[config.mk]
export PLATFORM = sky130hd
export DESIGN_NAME = ddr_port_arbiter_flat
export DESIGN_NICKNAME = d
export VERILOG_FILES = /design/src/rtl/ddr_port_arbiter_if.sv /design/src/rtl/ddr_port_arbiter.sv /design/src/flat_wrapper.sv
export SDC_FILE = /design/constraint.sdc
export NUM_CORES = 1
export LEC_CHECK = 0
export BUFFER_PORTS_ARGS = -buffer_cell sky130_fd_sc_hd__buf_2
export CAP_MARGIN = 20
export CORE_MARGIN = 2
export CORE_UTILIZATION = 43
export DETAILED_ROUTE_END_ITERATION = 10
export GPL_TIMING_DRIVEN = 0
export PLACE_DENSITY = 0.76
export SETUP_SLACK_MARGIN = 0.02
export SYNTH_ARGS = -nofsm -noshare
export SYNTH_HDL_FRONTEND = slang
export SYNTH_SLANG_ARGS = --single-unit
[constraint.sdc]
create_clock -name clk -period 1.6 [get_ports clk]
set_input_delay 0.24 -clock clk [delete_from_list [all_inputs] [get_ports clk]]
set_output_delay 0.24 -clock clk [all_outputs]
set_load 0.03 [all_outputs]
[src/rtl/ddr_port_arbiter_if.sv]
// Requester and memory-side signals of the DDR port arbiter.
// master = arbiter view, slave = requester/memory environment view.
interface ddr_port_arbiter_if;
  logic [31:0] i_addr;
  logic        i_read;
  logic [31:0] i_rdata;
  logic        i_resp;

  logic [31:0] d_addr;
  logic        d_read;
  logic        d_write;
  logic [31:0] d_wdata;
  logic [31:0] d_rdata;
  logic        d_resp;

  logic [31:0] ddr_addr;
  logic        ddr_read;
  logic        ddr_write;
  logic [31:0] ddr_wdata;
  logic [31:0] ddr_rdata;
  logic        ddr_resp;

  modport master (
    input  i_addr, i_read,
    output i_rdata, i_resp,
    input  d_addr, d_read, d_write, d_wdata,
    output d_rdata, d_resp,
    output ddr_addr, ddr_read, ddr_write, ddr_wdata,
    input  ddr_rdata, ddr_resp
  );

  modport slave (
    output i_addr, i_read,
    input  i_rdata, i_resp,
    output d_addr, d_read, d_write, d_wdata,
    input  d_rdata, d_resp,
    input  ddr_addr, ddr_read, ddr_write, ddr_wdata,
    output ddr_rdata, ddr_resp
  );
endinterface

[src/rtl/ddr_port_arbiter.sv]
// Shares one DDR port between the instruction-fetch and data requesters,
// with round-robin arbitration on conflict and a BUSY watchdog.
module ddr_port_arbiter #(
  parameter logic        D_FIRST = 1'b1,
  parameter int unsigned TIMEOUT = 1024
) (
  input  logic                clk,
  input  logic                rst_n,
  ddr_port_arbiter_if.master  bus,
  output logic                busy,
  output logic                timeout_err
);

  localparam int unsigned CW = (TIMEOUT > 0) ? $clog2(TIMEOUT + 1) : 1;
  localparam logic [CW-1:0] CNT_LAST = CW'((TIMEOUT > 0) ? TIMEOUT - 1 : 0);

  typedef enum logic [1:0] {IDLE, BUSY, RESP} state_t;

  state_t        state, state_n;
  logic [31:0]   addr_q, addr_n;
  logic          rd_q, rd_n;
  logic          wr_q, wr_n;
  logic [31:0]   wdata_q, wdata_n;
  logic          own_d, own_d_n;
  logic          last_d, last_d_n;
  logic [CW-1:0] cnt, cnt_n;
  logic [31:0]   i_rdata_q, i_rdata_n;
  logic [31:0]   d_rdata_q, d_rdata_n;
  logic          i_resp_q, i_resp_n;
  logic          d_resp_q, d_resp_n;
  logic          terr_q, terr_n;

  logic i_pend, d_pend, grant_d;

  assign i_pend  = bus.i_read;
  assign d_pend  = bus.d_read | bus.d_write;
  assign grant_d = d_pend & (~i_pend | ~last_d);

  always_comb begin
    state_n   = state;
    addr_n    = addr_q;
    rd_n      = rd_q;
    wr_n      = wr_q;
    wdata_n   = wdata_q;
    own_d_n   = own_d;
    last_d_n  = last_d;
    cnt_n     = cnt;
    i_rdata_n = i_rdata_q;
    d_rdata_n = d_rdata_q;
    i_resp_n  = 1'b0;
    d_resp_n  = 1'b0;
    terr_n    = terr_q;

    case (state)
      IDLE: begin
        if (i_pend | d_pend) begin
          state_n  = BUSY;
          own_d_n  = grant_d;
          last_d_n = grant_d;
          cnt_n    = '0;
          if (grant_d) begin
            // a simultaneous read+write request is served as a write
            addr_n  = bus.d_addr;
            wr_n    = bus.d_write;
            rd_n    = ~bus.d_write;
            wdata_n = bus.d_wdata;
          end else begin
            addr_n = bus.i_addr;
            rd_n   = 1'b1;
            wr_n   = 1'b0;
          end
        end
      end

      BUSY: begin
        if (bus.ddr_resp) begin
          state_n  = RESP;
          rd_n     = 1'b0;
          wr_n     = 1'b0;
          i_resp_n = ~own_d;
          d_resp_n = own_d;
          if (rd_q) begin
            if (own_d) d_rdata_n = bus.ddr_rdata;
            else       i_rdata_n = bus.ddr_rdata;
          end
        end else if ((TIMEOUT > 0) && (cnt == CNT_LAST)) begin
          // this edge completes the TIMEOUT-th BUSY cycle: abort
          state_n  = RESP;
          cnt_n    = cnt + 1'b1;
          rd_n     = 1'b0;
          wr_n     = 1'b0;
          terr_n   = 1'b1;
          i_resp_n = ~own_d;
          d_resp_n = own_d;
          if (own_d) d_rdata_n = '0;
          else       i_rdata_n = '0;
        end else if (TIMEOUT > 0) begin
          cnt_n = cnt + 1'b1;
        end
      end

      RESP: begin
        state_n = IDLE;
        cnt_n   = '0;
      end

      default: state_n = IDLE;
    endcase
  end

  always_ff @(posedge clk or negedge rst_n) begin
    if (!rst_n) begin
      state     <= IDLE;
      addr_q    <= '0;
      rd_q      <= 1'b0;
      wr_q      <= 1'b0;
      wdata_q   <= '0;
      own_d     <= 1'b0;
      last_d    <= ~D_FIRST;
      cnt       <= '0;
      i_rdata_q <= '0;
      d_rdata_q <= '0;
      i_resp_q  <= 1'b0;
      d_resp_q  <= 1'b0;
      terr_q    <= 1'b0;
    end else begin
      state     <= state_n;
      addr_q    <= addr_n;
      rd_q      <= rd_n;
      wr_q      <= wr_n;
      wdata_q   <= wdata_n;
      own_d     <= own_d_n;
      last_d    <= last_d_n;
      cnt       <= cnt_n;
      i_rdata_q <= i_rdata_n;
      d_rdata_q <= d_rdata_n;
      i_resp_q  <= i_resp_n;
      d_resp_q  <= d_resp_n;
      terr_q    <= terr_n;
    end
  end

  assign bus.ddr_addr  = addr_q;
  assign bus.ddr_read  = rd_q;
  assign bus.ddr_write = wr_q;
  assign bus.ddr_wdata = wdata_q;
  assign bus.i_rdata   = i_rdata_q;
  assign bus.i_resp    = i_resp_q;
  assign bus.d_rdata   = d_rdata_q;
  assign bus.d_resp    = d_resp_q;
  assign busy          = (state != IDLE);
  assign timeout_err   = terr_q;

endmodule
[src/flat_wrapper.sv]
// flat-port wrapper written by rule: the top's interface ports become plain ports
module ddr_port_arbiter_flat 
#(
  parameter logic        D_FIRST = 1'b1,
  parameter int unsigned TIMEOUT = 1024
)
  (clk, rst_n, busy, timeout_err, bus_i_addr, bus_i_read, bus_i_rdata, bus_i_resp, bus_d_addr, bus_d_read, bus_d_write, bus_d_wdata, bus_d_rdata, bus_d_resp, bus_ddr_addr, bus_ddr_read, bus_ddr_write, bus_ddr_wdata, bus_ddr_rdata, bus_ddr_resp);
  ddr_port_arbiter_if bus_i ();
  input  logic clk;
  input  logic rst_n;
  output logic busy;
  output logic timeout_err;
  input wire logic [$bits(bus_i.i_addr)-1:0] bus_i_addr;
  input wire logic [$bits(bus_i.i_read)-1:0] bus_i_read;
  output wire logic [$bits(bus_i.i_rdata)-1:0] bus_i_rdata;
  output wire logic [$bits(bus_i.i_resp)-1:0] bus_i_resp;
  input wire logic [$bits(bus_i.d_addr)-1:0] bus_d_addr;
  input wire logic [$bits(bus_i.d_read)-1:0] bus_d_read;
  input wire logic [$bits(bus_i.d_write)-1:0] bus_d_write;
  input wire logic [$bits(bus_i.d_wdata)-1:0] bus_d_wdata;
  output wire logic [$bits(bus_i.d_rdata)-1:0] bus_d_rdata;
  output wire logic [$bits(bus_i.d_resp)-1:0] bus_d_resp;
  output wire logic [$bits(bus_i.ddr_addr)-1:0] bus_ddr_addr;
  output wire logic [$bits(bus_i.ddr_read)-1:0] bus_ddr_read;
  output wire logic [$bits(bus_i.ddr_write)-1:0] bus_ddr_write;
  output wire logic [$bits(bus_i.ddr_wdata)-1:0] bus_ddr_wdata;
  input wire logic [$bits(bus_i.ddr_rdata)-1:0] bus_ddr_rdata;
  input wire logic [$bits(bus_i.ddr_resp)-1:0] bus_ddr_resp;
  assign bus_i.i_addr = bus_i_addr;
  assign bus_i.i_read = bus_i_read;
  assign bus_i_rdata = bus_i.i_rdata;
  assign bus_i_resp = bus_i.i_resp;
  assign bus_i.d_addr = bus_d_addr;
  assign bus_i.d_read = bus_d_read;
  assign bus_i.d_write = bus_d_write;
  assign bus_i.d_wdata = bus_d_wdata;
  assign bus_d_rdata = bus_i.d_rdata;
  assign bus_d_resp = bus_i.d_resp;
  assign bus_ddr_addr = bus_i.ddr_addr;
  assign bus_ddr_read = bus_i.ddr_read;
  assign bus_ddr_write = bus_i.ddr_write;
  assign bus_ddr_wdata = bus_i.ddr_wdata;
  assign bus_i.ddr_rdata = bus_ddr_rdata;
  assign bus_i.ddr_resp = bus_ddr_resp;
  ddr_port_arbiter #(.D_FIRST(D_FIRST), .TIMEOUT(TIMEOUT)) u_core (.clk(clk), .rst_n(rst_n), .bus(bus_i), .busy(busy), .timeout_err(timeout_err));
endmodule
# Word-level counts from Yosys, hierarchy flattened
# Index checks and enable logic that the tools add are counted.
word_totals:
  mem_bits_rw: 0
  word_cells: 73
  memories: 0
  rom_bits: 0
  latch_bits: 0
  regBits: 147
classes:
  reduce_logical: 13
  shift: 0
  muxes: 32
  add_sub_neg: 1
  div_mod_pow: 0
  order_cmp: 0
  bitwise: 8
  n_mul: 0
  eq_ne: 7
op_table:
  columns: ["operator", "n"]
  rows:
  - ["32-bit two-way mux", 11]
  - ["11-bit one-hot mux with 3 select lines", 1]
  - ["11-bit two-way mux", 2]
  - ["1-bit two-way mux", 12]
  - ["3-bit AND reduction", 4]
  - ["11-bit by 1-bit adder with 11-bit output (second input constant)", 1]
  - ["11-bit by 10-bit == test with 1-bit output (second input constant)", 1]
  - ["4-bit AND reduction", 2]
  - ["2-bit two-way mux", 3]
  - ["2-bit nonzero test", 3]
  - ["2-bit by 1-bit inequality test with 1-bit output (second input constant)", 2]
  - ["1-bit inverter", 4]
  - ["1-bit one-hot mux with 2 select lines", 2]
  - ["2-bit one-hot mux with 2 select lines", 1]
  - ["2-bit AND reduction", 2]
  - ["3-bit by 2-bit inequality test with 1-bit output (second input constant)", 1]
  - ["1-bit bitwise OR", 3]
  - ["3-bit nonzero test", 1]
  - ["2-bit by 1-bit == test with 1-bit output (second input constant)", 1]
  - ["2-bit == test (second input constant)", 1]
  - ["2-bit logical NOT", 1]
  - ["2-bit inequality test (second input constant)", 1]
  - ["1-bit AND", 1]

# Logic depth before layout (Yosys ltp)
# Gate-level depths: netlist of the first run.
depth:
  word_depth: 6
  mapped_depth: 6

# Least setup slack after synthesis of the first run
# No wires, ideal clock.
synth_path:
  kind: "reg2reg"
  from: "register u_core.state[1]"
  to: "register u_core.addr_q[10] (netlist: u_core.bus.ddr_addr[10])"
  required_time_ps: 1475
  synth_period_minus_slack_ps: 1851
  n_path_buf: 2
  arrival_ps: 1727
  slack_ps: -251
  stages_incl_launch_ff: 6
  setup_ps: 125
  cell_sequence: "dfrtp_1 > or2_2 > clkbuf_1 > nor2_2 > buf_4 > mux2_2"
synth_between:
  elab_chain_len: 2
synth_rtl:
  columns: ["element", "line", "text"]
  rows:
  - ["from (decl)", "ddr_port_arbiter.sv:19", "state_t state, state_n;"]
  - ["from (signal assigned)", "ddr_port_arbiter.sv:127", "state <= state_n;"]
  - ["2-bit logical NOT", "ddr_port_arbiter.sv:54", "case (state)"]
  - ["2-bit AND reduction (no source line)", null, null]
  - ["to (signal assigned)", "ddr_port_arbiter.sv:128", "addr_q <= addr_n;"]
  - ["to (decl)", "ddr_port_arbiter.sv:20", "logic [31:0] addr_q, addr_n;"]
# No other way between the ends.
# A chain may end at the register's enable or synchronous reset.

# Worst setup path in the final report of the first run
layout_path:
  from: "register u_core.own_d"
  to: "register u_core.d_rdata_q[27] (netlist: u_core.bus.d_rdata[27])"
layout_between:
  elab_chain_len: 1
layout_rtl:
  columns: ["element", "line", "text"]
  rows:
  - ["from (decl)", "ddr_port_arbiter.sv:24", "logic own_d, own_d_n;"]
  - ["from (signal assigned)", "ddr_port_arbiter.sv:132", "own_d <= own_d_n;"]
  - ["4-bit AND reduction (no source line)", null, null]
  - ["to (signal assigned)", "ddr_port_arbiter.sv:136", "d_rdata_q <= d_rdata_n;"]
  - ["to (decl)", "ddr_port_arbiter.sv:28", "logic [31:0] d_rdata_q, d_rdata_n;"]
# No other way between the ends.

==> results_dict.tcl, run 1 <==
set metrics [dict create \
    cts_buffer_depth 2 \
    critPathKind "reg -> reg" \
    rr_endpoint "u_core.bus.d_rdata[27]" \
    cp_cell_sequence "buf_6, buf_6, buf_6, nand4b_1, nor4_4, buf_6, clkbuf_16, o22ai_2" \
    core_um2 14530 \
    final_cell_area_um2 9887 \
    max_slew.worst_pin.slew_ps 693.4 \
    dr_total_vias 5942 \
    peakVddDrop_v 0.001370 \
    routed_wl_um 21950 \
    yosys_warnings 0 \
    clockRootBuffer "clkbuf_16" \
    rsz0062_at_grt "yes" \
    min_from "bus_d_wdata[11]" \
    final.fill_count 1041 \
    max_cap_viol_count 0 \
    cts_tree "done" \
    clock_latency_ps 420 \
    whs_path_depth 2 \
    power_mw 21.07 \
    grt_pass1_wl_um 32150 \
    wl_per_cell_um 20.75 \
    drc 0 \
    max_freq_mhz 558.6 \
    swShare_pct 42.69 \
    total_leakage_power_nw 4.859 \
    drtIter0Drc 540 \
    dp_slack_ps -344.9 \
    end_kind "flip-flop" \
    relSlewSlack_pct 53.77 \
    first_pass_iters 5 \
    clock_power_share_pct 18.1 \
    violations "negative setup slack" \
    pwr-share-seq_pct 29.8 \
    cpPeakStageDelay_ps 410 \
    rr_worst_depth 8 \
    switchingPower_mw 8.997 \
    setup_violations 137 \
    cp_max_fo 8 \
    min_to "u_core.bus.ddr_wdata[11]" \
    grt_pass1_vias 5905 \
    grt_util_all_layers_pct 25.78 \
    cp.arrival_ps 2080 \
    synth_area_um2 6395 \
    layout_setup_ws_ps -190.2 \
    grt_max_degree 75 \
    async_flop_share_pct 100.0 \
    die_w_um 126.0 \
    layout_commonest_cell "buf_2" \
    antenna_left 0 \
    fin_crit_sh_pct 111.9 \
    intPower_mw 12.08 \
    synth_cell_types 43 \
    io_pins 268 \
    clk_pin_slew_ps 60 \
    cp_data_required_time_ps 1890 \
    regToRegStartpoint "u_core.own_d" \
    p_per_area_nw_per_um2 2132 \
    portBuffers 267 \
    gp_congestion 0.8420 \
    skew_ps 10.62 \
    crit_path_top_delay_cell "dfrtp_1" \
    cts_buffers 17 \
    synth_edf_count 0 \
    fin_setup_tns_ps -19170 \
    synth_seq_area_share_pct 57.52 \
    path_buf_inv 5 \
    start_util_pct 44.00 \
    avgSynthCellArea_um2 12.11 \
    placed_cell_area_um2 8039 \
    drv_slew 0 \
    hpwl_um 13630 \
    htreeDepth 4 \
    row_count 44 \
    antenna_found_initial 1 \
    synth_flop_cell "dfrtp_1" \
    synth_cells 528 \
    area_growth_pct 54.61 \
    dieHeight_um 126.0 \
    min_path_type "in -> reg" \
    synth_seq_cells 147 \
    crit_family "buffers and inverters" \
    overflow 0 \
    period_minus_slack_ps 1790 \
    final_net_count 998 \
    holdWs_ps 48.56 \
    drive_gt1_share_pct 60.48 \
    status "complete, but fails checks" \
    crit_path_start_kind "flip-flop" \
    crit_top_cell "buf_6" \
    routed_via_density 5.616 \
    die_area_um2 15860 \
    cts.sinks 147 \
    ff2ff_setup_slack_ps -190 \
    finalHoldViolations 0 \
    synth_nets 663 \
    pwr-share-comb_pct 52.2 \
    mostFrequentLayoutCells "buf_2 (266), dfrtp_1 (142), o21ai_0 (69), mux2_4 (61), o22ai_1 (39)" \
]
power groups by stage:
stage | clock network, mW | logic [mW] | registers [mW]
detailed placement | 0 | 8.94 | 6.21
finish | 3.81 | 11.0 | 6.27
CTS | 3.83 | 10.4 | 6.18
floorplan | 0 | 3.07 | 9.19
global route | 4.02 | 11.5 | 6.42
global placement | 0 | 8.79 | 6.14
stage by stage:
stage	util, %	std cells
6_report	68.03	1058
3_5_place_dp	55.31	980
3_3_place_gp	55.08	979
5_1_grt	68.03	1058
4_1_cts	65.43	1046
2_1_floorplan	-	528
synth_stat cells (2+ instances only):
library cell / n / share of area [%]
nand3_1: 6 / 0.47
o22ai_1: 66 / 6.5
a32o_1: 3 / 0.47
o2bb2ai_1: 2 / 0.27
nor3_1: 2 / 0.16
and3_1: 2 / 0.20
or4_1: 3 / 0.35
mux2i_1: 3 / 0.47
buf_6: 3 / 0.53
nand2_1: 35 / 2.1
nand4_1: 3 / 0.29
a21oi_1: 3 / 0.23
nand4b_1: 2 / 0.27
dfrtp_1: 147 / 58
clkbuf_1: 25 / 1.5
o21ai_0: 70 / 5.5
mux2_2: 98 / 17
nor4_4: 2 / 0.67
buf_4: 7 / 0.82
or2_2: 3 / 0.29
buf_2: 8 / 0.63
nor2_1: 3 / 0.18
o21bai_1: 4 / 0.47
o31ai_1: 3 / 0.35
inv_1: 5 / 0.29
nor4_1: 3 / 0.29
routing by layer:
metal	track usage (%)	part of all wire (%)	vias up
met3	6.075	6.9	49
met1	33.20	39	2960
li1	-	-	2635
met4	9.244	2.7	0
met5	0	0	-
met2	42.79	51	298
cell families (layout without fill, tap and decap cells):
| group | after synthesis | count (layout) | synth area share, % |
|---|---|---|---|
| AO/OA/AOI/OAI | 158 | 158 | 14.54 |
| flip-flops | 147 | 147 | 57.52 |
| multiplexers | 101 | 101 | 17.73 |
| AND/OR/NAND/NOR | 72 | 72 | 6.222 |
| buffers and inverters | 49 | 394 | 3.796 |
| adder cells (fa/ha/maj) | 1 | 1 | 0.1956 |
| other | 0 | 1 | 0 |
flip-flops by register name, indices dropped and copies added, names as in the netlist:
| signal | flops |
|---|---|
| u_core.bus.ddr_write | 1 |
| u_core.own_d | 1 |
| u_core.bus.d_rdata | 32 |
| u_core.bus.ddr_addr | 32 |
| u_core.bus.ddr_read | 1 |
| u_core.cnt | 11 |
| u_core.state | 2 |
| u_core.timeout_err | 1 |
| u_core.bus.i_rdata | 32 |
| u_core.bus.ddr_wdata | 32 |
| u_core.bus.d_resp | 1 |
| u_core.bus.i_resp | 1 |
what timing repair did:
item	in CTS	in global routing
buffers inserted	28	10
gates cloned	10	4
gates resized for setup	150	51
hold buffers	1	0
hold endpoints to repair	73	0
pin swaps	17	8
endpoints found under the setup margin	146	145
area by class of cell:
class / count / area [µm²] / area share [%]
plain buffers: 40 / 340.3 / 3.442
inverters: 5 / 22.52 / 0.2278
clock inverters: 10 / 111.4 / 1.126
well taps: 184 / 230.2 / 2.329
diodes: 1 / 2.502 / 0.02531
multi-input cells: 332 / 3065 / 31.00
clock buffers: 19 / 442.9 / 4.480
repair buffers: 320 / 1987 / 20.10
flip-flops and latches: 147 / 3685 / 37.27
worst max path at each step:
stage	start	end	slack [ps]	depth (start not counted)
2_1_floorplan	u_core.state[1]	u_core.bus.i_rdata[10]	-40	5
3_3_place_gp	rst_n	u_core.bus.d_rdata[10]	-1810	1
3_5_place_dp	u_core.cnt[0]	u_core.bus.d_rdata[27]	-340	5
4_1_cts	u_core.cnt[10]	u_core.bus.i_rdata[22]	-160	5
5_1_grt	u_core.own_d	u_core.bus.d_rdata[16]	-230	8
6_report	u_core.own_d	u_core.bus.d_rdata[27]	-190	8
Note: power is estimated with default switching activity, not from simulation.
==> run 2, diff against run 1 <==
--- a/config.mk
+++ b/config.mk
@@ -8,10 +8,10 @@
 export BUFFER_PORTS_ARGS = -buffer_cell sky130_fd_sc_hd__buf_2
 export CAP_MARGIN = 20
 export CORE_MARGIN = 2
-export CORE_UTILIZATION = 43
+export CORE_UTILIZATION = 40
 export DETAILED_ROUTE_END_ITERATION = 10
 export GPL_TIMING_DRIVEN = 0
-export PLACE_DENSITY = 0.76
+export PLACE_DENSITY = 0.71
 export SETUP_SLACK_MARGIN = 0.02
 export SYNTH_ARGS = -nofsm -noshare
 export SYNTH_HDL_FRONTEND = slang
==> results_dict.tcl, run 2 (synthesis gave the netlist of run 1 again) <==
set metrics [dict create \
    dieHeight_um 130.4 \
    cp.arrival_ps 2070 \
    fin_setup_tns_ps -15820 \
    wl_met2_um 9915 \
    antenna_cells 0 \
    switchingPower_mw 8.916 \
    wl_per_cell_um 18.33 \
    htreeDepth 4 \
    p_per_area_nw_per_um2 2129 \
    critPathKind "reg -> reg" \
    cp_data_required_time_ps 1900 \
    cts_buffer_depth 2 \
    period_minus_slack_ps 1775 \
    max_slew.worst_pin.slew_ps 627.6 \
    drc 0 \
    clock_latency_ps 430 \
    finalHoldViolations 0 \
    ff2ff_setup_slack_ps -180 \
    drtIter0Drc 432 \
    crit_path_start_kind "flip-flop" \
    die_area_um2 17010 \
    first_pass_iters 5 \
    area_growth_pct 55.70 \
    cp_max_fo 5 \
    final_cell_area_um2 9957 \
    final_net_count 999 \
    cts_tree "done" \
    routed_wl_um 20040 \
    drt-met1-wl_um 8458 \
    rsz0062_at_grt "yes" \
    crit_start "u_core.own_d" \
    skew_ps 13.61 \
    mostFrequentLayoutCells "buf_2 (267), dfrtp_1 (142), o21ai_0 (64), mux2_4 (59), o22ai_1 (44)" \
    clock_power_share_pct 19.6 \
    wl_met3_um 1234 \
    total_leakage_power_nw 4.893 \
    fin_crit_sh_pct 111.0 \
    swShare_pct 42.06 \
    layout_commonest_cell "buf_2" \
    clockRootBuffer "clkbuf_16" \
    die_w_um 130.4 \
    row_count 46 \
    intPower_mw 12.28 \
    clk_pin_slew_ps 60 \
    violations "negative setup slack" \
    grt_pass1_vias 5558 \
    status "complete, but fails checks" \
    grt_util_all_layers_pct 22.17 \
    crit_path_top_delay_cell "dfrtp_1" \
    drv_slew 0 \
    pwr-share-comb_pct 51.2 \
    peakVddDrop_v 0.001308 \
    hpwl_um 12900 \
    core_um2 15770 \
    max_cap_viol_count 0 \
    gp_congestion 0.8301 \
    drive_gt1_share_pct 59.98 \
    layout_setup_ws_ps -175.4 \
    power_mw 21.20 \
    routed_via_density 5.306 \
    cpPeakStageDelay_ps 410 \
    top_layer "met4" \
    final.fill_count 1282 \
    grt_max_degree 95 \
    overflow 0 \
    dr_total_vias 5799 \
    portBuffers 267 \
    rr_endpoint "u_core.bus.ddr_addr[7]" \
    relSlewSlack_pct 57.84 \
    cts.sinks 147 \
    antenna_found_initial 0 \
    grt_pass1_wl_um 29070 \
    setup_violations 137 \
    end_kind "flip-flop" \
    regToRegStartpoint "u_core.own_d" \
    rr_worst_depth 7 \
    cp_cell_sequence "buf_6, buf_12, o2bb2ai_4, buf_12, buf_8, mux2_4, mux2_4" \
    placed_cell_area_um2 8079 \
    start_util_pct 40.55 \
    crit_end "u_core.bus.ddr_addr[7]" \
    pwr-share-seq_pct 29.2 \
    max_freq_mhz 563.3 \
    io_pins 268 \
    cts_buffers 17 \
    antenna_left 0 \
    min_path_type "in -> reg" \
]
[run 2: cell types whose count changed in the layout (fill, tap and decap cells not counted), moves of 3 or more]
cell	before	now
o21ai_1	1	5
clkinv_2	4	1
o22ai_2	26	21
o22ai_1	39	44
o21ai_0	69	64
inv_6	1	5
[run 2: worst min-delay path by stage]
stage,cells past startpoint,endpoint,startpoint
after global routing,2,u_core.bus.ddr_wdata[20],bus_d_wdata[20]
final,2,u_core.bus.ddr_wdata[6],bus_d_wdata[6]
after global placement,1,u_core.timeout_err,u_core.timeout_err
after detailed placement,1,u_core.bus.d_rdata[25],rst_n
after CTS,2,u_core.bus.ddr_wdata[7],bus_d_wdata[7]
after floorplan,0,u_core.bus.d_rdata[0],rst_n
[run 2: metrics by stage]
step,worst slack (ps),instances,hold slack [ps],utilization [%]
2_1_floorplan,-39.44,528,-55.59,-
3_3_place_gp,-1886,1011,455.9,51.02
3_5_place_dp,-421.4,1012,240.5,51.23
4_1_cts,-168.7,1077,29.93,60.16
5_1_grt,-215.6,1093,28.13,63.14
6_report,-175.4,1093,41.49,63.14
[run 2: cell type report]
class	instances	area [µm²]	area share, %
buffer	41	352.8	3.544
clock buffer	19	442.9	4.448
clock inverter	13	171.4	1.722
inverter	5	18.77	0.1885
multi-input combinational	332	3009	30.22
sequential	147	3685	37.01
tap	216	270.3	2.714
timing repair buffer	320	2007	20.16
[run 2: per-layer routing]
layer	up-vias	global-route usage [%]
li1	2640	-
met1	2884	29.90
met2	240	35.17
met3	35	5.334
met4	0	8.135
met5	-	0
[run 2: power groups by stage]
| stage | sequential [mW] | combinational, mW | clock [mW] |
|---|---|---|---|
| 2_1_floorplan | 9.19 | 3.07 | 0 |
| 4_1_cts | 6.15 | 10.1 | 4.22 |
| 6_report | 6.19 | 10.9 | 4.15 |
| 3_5_place_dp | 6.18 | 8.91 | 0 |
| 5_1_grt | 6.37 | 11.4 | 4.40 |
| 3_3_place_gp | 6.13 | 8.76 | 0 |
[run 2: critical path, delay by kind of cell (launching register included)]
family          cells  cell delay [ps]
compound gates      1              130
buf+inv             4              560
flops               1              410
mux                 2              560
[run 2: repair_timing]
action / CTS / global route
endpoints found under the setup margin: 146 / 145
buffers inserted: 25 / 15
gates resized for setup: 124 / 74
pin swaps: 15 / 15
hold buffers: 1 / 0
hold endpoints to repair: 53 / 0
gates cloned: 9 / 4
==> run 3, diff against run 2 <==
--- a/config.mk
+++ b/config.mk
@@ -9,6 +9,7 @@
 export CAP_MARGIN = 20
 export CORE_MARGIN = 2
 export CORE_UTILIZATION = 40
+export CTS_BUF_LIST = sky130_fd_sc_hd__clkbuf_8
 export DETAILED_ROUTE_END_ITERATION = 10
 export GPL_TIMING_DRIVEN = 0
 export PLACE_DENSITY = 0.71
==> results_dict.tcl, run 3 (synthesis gave the netlist of run 1 again) <==
set metrics [dict create \
    status "complete, but fails checks" \
    violations "negative setup slack" \
    drv_slew 0 \
    finalNonFillerCells 1118 \
    clockRootBuffer "clkbuf_8" \
    grt_pass1_wl_um 28480 \
    period_minus_slack_ps 1748 \
    fin_setup_tns_ps -10870 \
    critPathKind "reg -> reg" \
    layout_commonest_cell "buf_2" \
    rr_endpoint "u_core.cnt[6]" \
    crit_path_start_kind "flip-flop" \
    ff2ff_setup_slack_ps -150 \
    final_cell_area_um2 10010 \
    final_net_count 1024 \
    skew_ps 12.63 \
    mostFrequentLayoutCells "buf_2 (267), dfrtp_1 (144), mux2_2 (62), o21ai_0 (47), mux2_4 (36)" \
    cts_buffers 17 \
    io_pins 268 \
    pwr-share-seq_pct 30.7 \
    total_leakage_power_nw 4.813 \
    max_cap_viol_count 0 \
    die_area_um2 17010 \
    gp_congestion 0.8301 \
    finalHoldViolations 0 \
    crit_start "u_core.state[0]" \
    drc 0 \
    core_um2 15770 \
    cts_buffer_depth 2 \
    end_kind "flip-flop" \
    fin_crit_sh_pct 109.2 \
    intPower_mw 11.25 \
    htreeDepth 4 \
    crit_end "u_core.cnt[6]" \
    antenna_cells 0 \
    setup_violations 135 \
    cts.sinks 147 \
    clock_power_share_pct 15.6 \
    switchingPower_mw 8.826 \
    clock_latency_ps 450 \
    relSlewSlack_pct 54.20 \
    placed_cells 1012 \
    drive_gt1_share_pct 60.42 \
    cts_tree "done" \
    grt_util_all_layers_pct 21.75 \
    cp_max_fo 7 \
    die_w_um 130.4 \
    rsz0062_at_grt "yes" \
    min_path_type "in -> reg" \
    swShare_pct 43.96 \
    pwr-share-comb_pct 53.8 \
    peakVddDrop_v 0.001146 \
    p_per_area_nw_per_um2 2006 \
    post-route-util_pct 63.47 \
    antenna_found_initial 0 \
    hpwl_um 12900 \
    max_freq_mhz 572.2 \
    start_util_pct 40.55 \
    cp_data_required_time_ps 1980 \
    routed_via_density 5.290 \
    drtIter0Drc 322 \
    dieHeight_um 130.4 \
    overflow 0 \
    routed_wl_um 20420 \
    wl_per_cell_um 18.26 \
    regToRegStartpoint "u_core.state[0]" \
    cp.arrival_ps 2130 \
    portBuffers 267 \
    grt_max_degree 95 \
    clk_pin_slew_ps 90 \
    dr_total_vias 5914 \
    layout_setup_ws_ps -147.8 \
    max_slew.worst_pin.slew_ps 681.8 \
    rr_worst_depth 5 \
    grt_pass1_vias 5533 \
    row_count 46 \
    area_growth_pct 56.53 \
    first_pass_iters 5 \
    placed_cell_area_um2 8079 \
    power_mw 20.08 \
    antenna_left 0 \
]
run 3: cell count changes in the layout (fill, tap and decap cells not counted), sizes merged:
cell / delta
buf: -4
clkbuf: -1
dlygate4sd3: +29
inv: +1
run 3: worst max-delay path: stages, from the launching register on:
cell and delay [ps]:
dfrtp_1 430, or3b_1 380, buf_6 150, buf_6 120, or4_4 420, a21oi_2 160
run 3: final cells by class:
type | instances | area [µm²]
Timing Repair Buffer | 345 | 2212
Buffer | 41 | 355.3
Tap cell | 216 | 270.3
Clock buffer | 18 | 247.7
Inverter | 5 | 18.77
Multi-Input combinational cell | 332 | 3048
Fill cell | 1279 | 5761
Sequential cell | 147 | 3682
Clock inverter | 14 | 175.2
run 3: worst min path at each step:
stage	start	end	slack, ps	cells past startpoint
global route	bus_d_wdata[0]	u_core.bus.ddr_wdata[0]	0.9	2
detailed placement	rst_n	u_core.bus.d_rdata[25]	240	1
CTS	bus_d_wdata[31]	u_core.bus.ddr_wdata[31]	1	2
floorplan	rst_n	u_core.bus.d_rdata[0]	-60	0
global placement	u_core.timeout_err	u_core.timeout_err	460	1
finish	bus_d_wdata[31]	u_core.bus.ddr_wdata[31]	20	2
run 3: metal layers:
layer  track usage [%]  wire length (µm)  vias up
met2             35.08             10370      265
met4             9.074               472        0
li1                  -                 -     2698
met1             28.29              8244     2915
met5                 0                 0        -
met3             5.334              1325       36
run 3: power groups by stage:
stage / clock, mW / combinational [mW] / sequential [mW]
global route: 3.35 / 11.4 / 6.34
finish: 3.12 / 10.8 / 6.16
CTS: 3.18 / 9.50 / 6.10
floorplan: 0 / 3.07 / 9.19
global placement: 0 / 8.76 / 6.13
detailed placement: 0 / 8.91 / 6.18
run 3: timing repair:
item | in CTS | in global routing
hold buffers | 30 | 0
cloned | 4 | 8
hold endpoints to repair | 82 | 0
buffers inserted | 20 | 15
setup endpoints to repair | 146 | 145
resized for setup | 86 | 133
pin swaps | 13 | 11
run 3: stage by stage:
step / setup slack (ps) / hold slack (ps)
final: -147.8 / 18.73
after global routing: -187.7 / 0.9094
after CTS: -165.6 / 0.9800
after detailed placement: -421.4 / 240.5
after global placement: -1886 / 455.9
after floorplan: -39.44 / -55.59
